===== config.mk =====
export PLATFORM = sky130hd
export DESIGN_NAME = uart_rx_axis
export DESIGN_NICKNAME = d
export VERILOG_FILES = /design/src/rtl/uart_pkg.sv /design/src/rtl/sync_2ff.sv /design/src/rtl/uart_rx_axis.sv
export SDC_FILE = /design/constraint.sdc
export NUM_CORES = 1
export LEC_CHECK = 0
export ABC_AREA = 1
export CAP_MARGIN = 30
export CORE_MARGIN = 2
export CORE_UTILIZATION = 54
export CTS_BUF_LIST = sky130_fd_sc_hd__clkbuf_8
export CTS_CLUSTER_SIZE = 30
export DETAILED_ROUTE_END_ITERATION = 16
export PLACE_DENSITY_LB_ADDON = 0.1
export SLEW_MARGIN = 20
export SYNTH_ARGS = -nofsm -noshare
export SYNTH_HDL_FRONTEND = slang
export SYNTH_SLANG_ARGS = --single-unit

===== constraint.sdc =====
create_clock -name m_axis_aclk -period 1.6 [get_ports m_axis_aclk]
set_clock_uncertainty 0.2 [all_clocks]
set_input_delay 0.16 -clock m_axis_aclk [delete_from_list [all_inputs] [get_ports m_axis_aclk]]
set_output_delay 0.16 -clock m_axis_aclk [all_outputs]
set_load 0.05 [all_outputs]

===== src/rtl/uart_pkg.sv =====
// uart_pkg: definitions shared by the 8N1 UART transmitter and receiver.
//   uart_state_t   frame-level state (IDLE, START, DATA, STOP)
//   IDLE_BIT       line level while no frame is in flight
//   START_BIT      line level of the start bit
//   STOP_BIT       line level of a valid stop bit
package uart_pkg;

    typedef enum logic [1:0] {
        IDLE,
        START,
        DATA,
        STOP
    } uart_state_t;

    localparam logic IDLE_BIT  = 1'b1;
    localparam logic START_BIT = 1'b0;
    localparam logic STOP_BIT  = 1'b1;

endpackage


===== src/rtl/sync_2ff.sv =====
// sync_2ff: two-flop synchronizer for a single asynchronous input.
//   RESET_VALUE  level both flops take on reset
//   clk          destination clock
//   reset        synchronous reset, active-high
//   d            asynchronous input
//   q            synchronized output (two clk edges of latency)
module sync_2ff #(
    parameter logic RESET_VALUE = 1'b0
) (
    input  logic clk,
    input  logic reset,
    input  logic d,
    output logic q
);

    logic meta;

    always_ff @(posedge clk) begin
        if (reset) begin
            meta <= RESET_VALUE;
            q    <= RESET_VALUE;
        end else begin
            meta <= d;
            q    <= meta;
        end
    end

endmodule


===== src/rtl/uart_rx_axis.sv =====
// uart_rx_axis: 8N1 UART receiver with an AXI-Stream master holding register.
//   CLOCK_FREQ_HZ   system clock frequency (must be > 0)
//   BAUD_RATE       line rate (must be > 0, CLOCK_FREQ_HZ/BAUD_RATE >= 4)
//   m_axis_aclk     sole clock
//   m_axis_areset   synchronous reset, active-high
//   rx_bit          asynchronous UART line, idle high
//   m_axis_tvalid   received byte available
//   m_axis_tdata    received byte, bit 0 = first data bit on the line
//   m_axis_tready   downstream accepts the byte
//   framing_error   one-cycle pulse: stop bit sampled low, byte discarded
//   overrun         one-cycle pulse: byte completed while the holding register was full
module uart_rx_axis
    import uart_pkg::*;
#(
    parameter int unsigned CLOCK_FREQ_HZ = 0,
    parameter int unsigned BAUD_RATE     = 0
) (
    input  logic       m_axis_aclk,
    input  logic       m_axis_areset,
    input  logic       rx_bit,
    output logic       m_axis_tvalid,
    output logic [7:0] m_axis_tdata,
    input  logic       m_axis_tready,
    output logic       framing_error,
    output logic       overrun
);

    localparam int unsigned UART_CYCLES = (BAUD_RATE == 0) ? 0 : CLOCK_FREQ_HZ / BAUD_RATE;
    localparam int unsigned HALF        = UART_CYCLES / 2;
    // Guard keeps the width legal while the parameters are still unset.
    localparam int unsigned CNT_W       = (UART_CYCLES > 1) ? $clog2(UART_CYCLES) : 1;

    localparam logic [CNT_W-1:0] HALF_LAST = CNT_W'(HALF - 1);
    localparam logic [CNT_W-1:0] BIT_LAST  = CNT_W'(UART_CYCLES - 1);

    logic              rx_s;
    uart_state_t       state;
    logic [CNT_W-1:0]  cnt;
    logic [2:0]        idx;
    logic [7:0]        shift_reg;

    sync_2ff #(
        .RESET_VALUE(IDLE_BIT)
    ) u_sync (
        .clk   (m_axis_aclk),
        .reset (m_axis_areset),
        .d     (rx_bit),
        .q     (rx_s)
    );

    always_ff @(posedge m_axis_aclk) begin
        if (m_axis_areset) begin
            state         <= IDLE;
            cnt           <= '0;
            idx           <= '0;
            shift_reg     <= '0;
            m_axis_tvalid <= 1'b0;
            m_axis_tdata  <= '0;
            framing_error <= 1'b0;
            overrun       <= 1'b0;
        end else begin
            framing_error <= 1'b0;
            overrun       <= 1'b0;

            // Accepted beat retires; a delivery below in the same cycle overrides this.
            if (m_axis_tvalid && m_axis_tready) begin
                m_axis_tvalid <= 1'b0;
            end

            case (state)
                IDLE: begin
                    cnt <= '0;
                    if (rx_s == START_BIT) begin
                        state <= START;
                    end
                end

                START: begin
                    if (cnt == HALF_LAST) begin
                        cnt <= '0;
                        if (rx_s == START_BIT) begin
                            state <= DATA;
                            idx   <= '0;
                        end else begin
                            // Start bit did not survive to mid-bit: treat as a glitch.
                            state <= IDLE;
                        end
                    end else begin
                        cnt <= cnt + 1'b1;
                    end
                end

                DATA: begin
                    if (cnt == BIT_LAST) begin
                        cnt       <= '0;
                        shift_reg <= {rx_s, shift_reg[7:1]};
                        idx       <= idx + 3'd1;
                        if (idx == 3'd7) begin
                            state <= STOP;
                        end
                    end else begin
                        cnt <= cnt + 1'b1;
                    end
                end

                STOP: begin
                    if (cnt == BIT_LAST) begin
                        cnt   <= '0;
                        state <= IDLE;
                        if (rx_s == STOP_BIT) begin
                            if (!m_axis_tvalid || m_axis_tready) begin
                                m_axis_tdata  <= shift_reg;
                                m_axis_tvalid <= 1'b1;
                            end else begin
                                overrun <= 1'b1;
                            end
                        end else begin
                            framing_error <= 1'b1;
                        end
                    end else begin
                        cnt <= cnt + 1'b1;
                    end
                end

                default: state <= IDLE;
            endcase
        end
    end

endmodule

# Yosys cells after proc, flatten, opt, wreduce, memory -nomap -nowiden
# Cells that the tools add are included.
# totals
reg_bits	27
in_bits	4
out_inout_bits	11
elab_cells	57
# classes
add_sub_neg	2
eq_ne	10
mux	20
bitwise	3
reduce_logical	12
# op_table
op	count
$mux W2	6
$ne A2 B2 Y1 const B	6
$mux W3	3
$mux W1	8
$pmux W2 S4	1
$reduce_and A4 Y1	2
$pmux W3 S2	1
$reduce_or A3 Y1	2
$reduce_and A5 Y1	1
$eq A2 B2 Y1 const B	2
$reduce_or A4 Y1	1
$add A3 B1 Y3 const B	1
$eq A3 B3 Y1 const B	1
$not A1 Y1	3
$eq A2 B1 Y1 const B	1
$logic_not A2 Y1	1
$pmux W1 S2	1
$reduce_and A2 Y1	1
$reduce_bool A2 Y1	1
$add A1 B1 Y1 const B	1
$logic_and A1 B1 Y1	1
$logic_not A1 Y1	1
$logic_or A1 B1 Y1	1

# Longest topological paths before layout
# logic_depth
ltp_word	6
ltp_mapped	7
ltp_nobuf	7

# Modules after synthesis
# From an unflattened synthesis, not the netlist that was laid out.
# unflattened
hier_cells	119
hier_area_um2	1026.0
# modules_own_cells
mod	n_inst	cells_each	area_each_um2
uart_rx_axis	1	112	967.2
sync_2ff	1	7	58.8

# Worst setup path after synthesis
# No wires, ideal clock.
# synth_timing
path_kind	register to register
from	register m_axis_tvalid
to	register m_axis_tdata[0]
arrival_time_ns	1.174
required_ns	1.284
path_slack_ns	0.111
stages_incl_launch_ff	8
n_path_buf	0
cell_sequence	dfxtp_1 inv_1 nor2_1 inv_1 nand3_4 clkinv_2 nor2_1 nor2_1
# synth_via
elab_chain_cells	3
# synth_lines
element	line_no	source
from (decl)	uart_rx_axis.sv:21	output logic m_axis_tvalid,
from (signal assigned)	uart_rx_axis.sv:57	m_axis_tvalid <= 1'b0;
from (signal assigned)	uart_rx_axis.sv:67	m_axis_tvalid <= 1'b0;
from (signal assigned)	uart_rx_axis.sv:113	m_axis_tvalid <= 1'b1;
$logic_not A1 Y1	uart_rx_axis.sv:111	if (!m_axis_tvalid || m_axis_tready) begin
$logic_or A1 B1 Y1	uart_rx_axis.sv:111	
$reduce_and A4 Y1 (no line)	--	
to (signal assigned)	uart_rx_axis.sv:112	m_axis_tdata <= shift_reg;
to (decl)	uart_rx_axis.sv:22	output logic [7:0] m_axis_tdata,
# No other way between the ends.
# A chain may end at the register's enable or synchronous reset.

==> impl_metrics.toml <==
[finish]
diodes = 0
layout_commonest_cell = "dfxtp_1"
mostFrequentLayoutCells = "27 x dfxtp_1, 20 x nor2_1, 20 x nand2_1"
final_util_pct = 68.09
final_layout_size_suffix_gt1_share_pct = 21.01
area_delta_synth_final_pct = 16.93
fin_area_mm2 = 0.001201
layout.nets = 145

[hold_path]
hold_class = "reg2reg"
hold_end = "u_sync.q"
hold_path.startpoint = "u_sync.meta"
holdPathStages = 1

[floorplanning]
die_y_um = 47.62
ios = 15
die_w_um = 47.62
rows = 15
start_util_pct = 58.23
die-area_mm2 = 0.002267
coreArea_mm2 = 0.001764

[timing]
holdWs_ps = 226.3
tightestPinTransition_ps = 318.7
setup_viol = 0
period_needed_ps = 1433
slew_headroom_pct = 78.53
finalCritPeriodShare_pct = 89.54
finalHoldViolCount = 0
max_freq_mhz = 698.0
finalSetupTns_ps = 0
drv_slew = 0
rsz0062_at_grt = "no"

[global_route]
antenna_found_initial = 0
grt_pass1_wl_mm = 3.042
grt_pass1_vias = 753
grt-ovfl-total = 0
grt_start_max_net_pins = 17
grt_usage_pct = 19.69

[pwr]
powerDensity_mw_per_mm2 = 957.2
ir_drop_mv = 0.6183
total_power_mw = 1.150
p_leak_nw = 0.4662

[place]
dp_hpwl_mm = 1.345
io_buffers = 14
placed_area_mm2 = 0.001152
place_congestion = 0.8093

[routing]
final_antenna_net_count = 0
vias = 814
dr.pass1.iters = 4
drt-total-wl_mm = 1.843
vias_per_cell = 4.994
wl_per_cell_um = 11.31
route.detailed.drc = 0
first_iter_violations = 7

[cts]
htree_levels = 1
clkLatencyLatePin_ps = 270
cts_buffers = 3
clock-sinks = 27
post_cts_buffers = 0
cts_tree = "done"
clockBufferDepth = 2
clk_pin_slew_ps = 100
cts.repair.resized = 0
ctsHoldBuffers = 0
cts.root.buffer_cell = "clkbuf_8"

[worst_setup_path]
worst_ep_arrival_time_ps = 1410
critPathMaxFanout = 9
critPathCaptureType = "flip-flop"
r2r_end = "m_axis_tdata[7]"
path_class = "reg2reg"
worstSetupStartpointType = "flip-flop"
worstPathRequired_ps = 1580
r2r_cells = 5
r2r_slack_ps = 170

[synthesis]
synth_area_per_cell_um2 = 8.352
synthCells = 123
yosys_warnings = 0
ys_seq_elements = 27
syn-cell-area_mm2 = 0.001027
synth_cell_type_count = 21
synth_edf_count = 0
synth-async-reset-ratio_pct = 0
synth_flop_cell = "dfxtp_1"
seq_area_frac_synth_pct = 52.62
syn_nets = 129

[outcome]
status = "finished, final reports clean"

[job]
cap_viol_max_count = 0
## cell families after synthesis
logic type      count (synthesis)  synth area share, %
compound gates                 25                13.28
fa+ha+maj                       2                2.436
buf+inv                        15                6.698
flops                          27                52.62
simple gates                   54                24.97
## power breakdown
part / switching [mW] / internal [mW] / leakage [nW]
logic: 0.0345 / 0.0228 / 0.226
registers: 0.0159 / 0.682 / 0.218
clock network: 0.218 / 0.177 / 0.0217
total: 0.268 / 0.881 / 0.466
## layout make-up
cell class,instances,area [um2]
flip-flops and latches,27,540.5
inverters,11,42.54
clock inverters,1,7.507
multi-input cells,81,417.9
fillers,166,563.0
repair buffers,15,120.1
clock buffers,3,41.29
well taps,25,31.28
## synthesized netlist by cell type, types with 2 or more instances
library cell | count | area share, %
nand3_4 | 2 | 3.4
nand4_1 | 2 | 1.2
nand2_1 | 20 | 7.3
nor2_1 | 20 | 7.3
inv_1 | 9 | 3.3
or2_2 | 2 | 1.2
a21oi_1 | 10 | 4.9
dfxtp_1 | 27 | 53
nand3_1 | 3 | 1.5
o21ai_0 | 12 | 5.8
a21oi_2 | 3 | 2.6
nand2_2 | 3 | 1.8
ha_1 | 2 | 2.4
## how the worst max path moves through the flow
stage / start / end / slack, ps / cells past startpoint
after global placement: m_axis_tready / m_axis_tdata[1] / 130 / 6
final: flip-flop / m_axis_tdata[7] / 170 / 5
after floorplan: m_axis_tvalid / m_axis_tdata[0] / 110 / 7
after global routing: idx[0] / state[0] / 8 / 7
after detailed placement: m_axis_tready / m_axis_tdata[1] / 80 / 7
after CTS: flip-flop / m_axis_tdata[7] / 140 / 5
## layer usage
| metal | GRT usage, % | up-vias | part of all wire, % |
|---|---|---|---|
| li1 | - | 427 | - |
| met1 | 23.26 | 357 | 45 |
| met2 | 32.43 | 25 | 47 |
| met3 | 4.906 | 5 | 5.7 |
| met4 | 11.35 | 0 | 2.2 |
| met5 | 0 | - | 0 |
## through the flow
stage | std cells | worst slack (ps)
3_3_place_gp | 159 | 131.3
5_1_grt | 163 | 7.793
3_5_place_dp | 159 | 77.18
6_report | 163 | 167.4
2_1_floorplan | 123 | 110.6
4_1_cts | 163 | 137.7
## worst max-delay path, cell delays in order (launching register included)
cell and delay, ps:
dfxtp_1 490, nand2_2 100, nor2_2 160, nand3_4 130
o21ai_0 190, nor2_1 60
(Power assumes the default switching activity.)
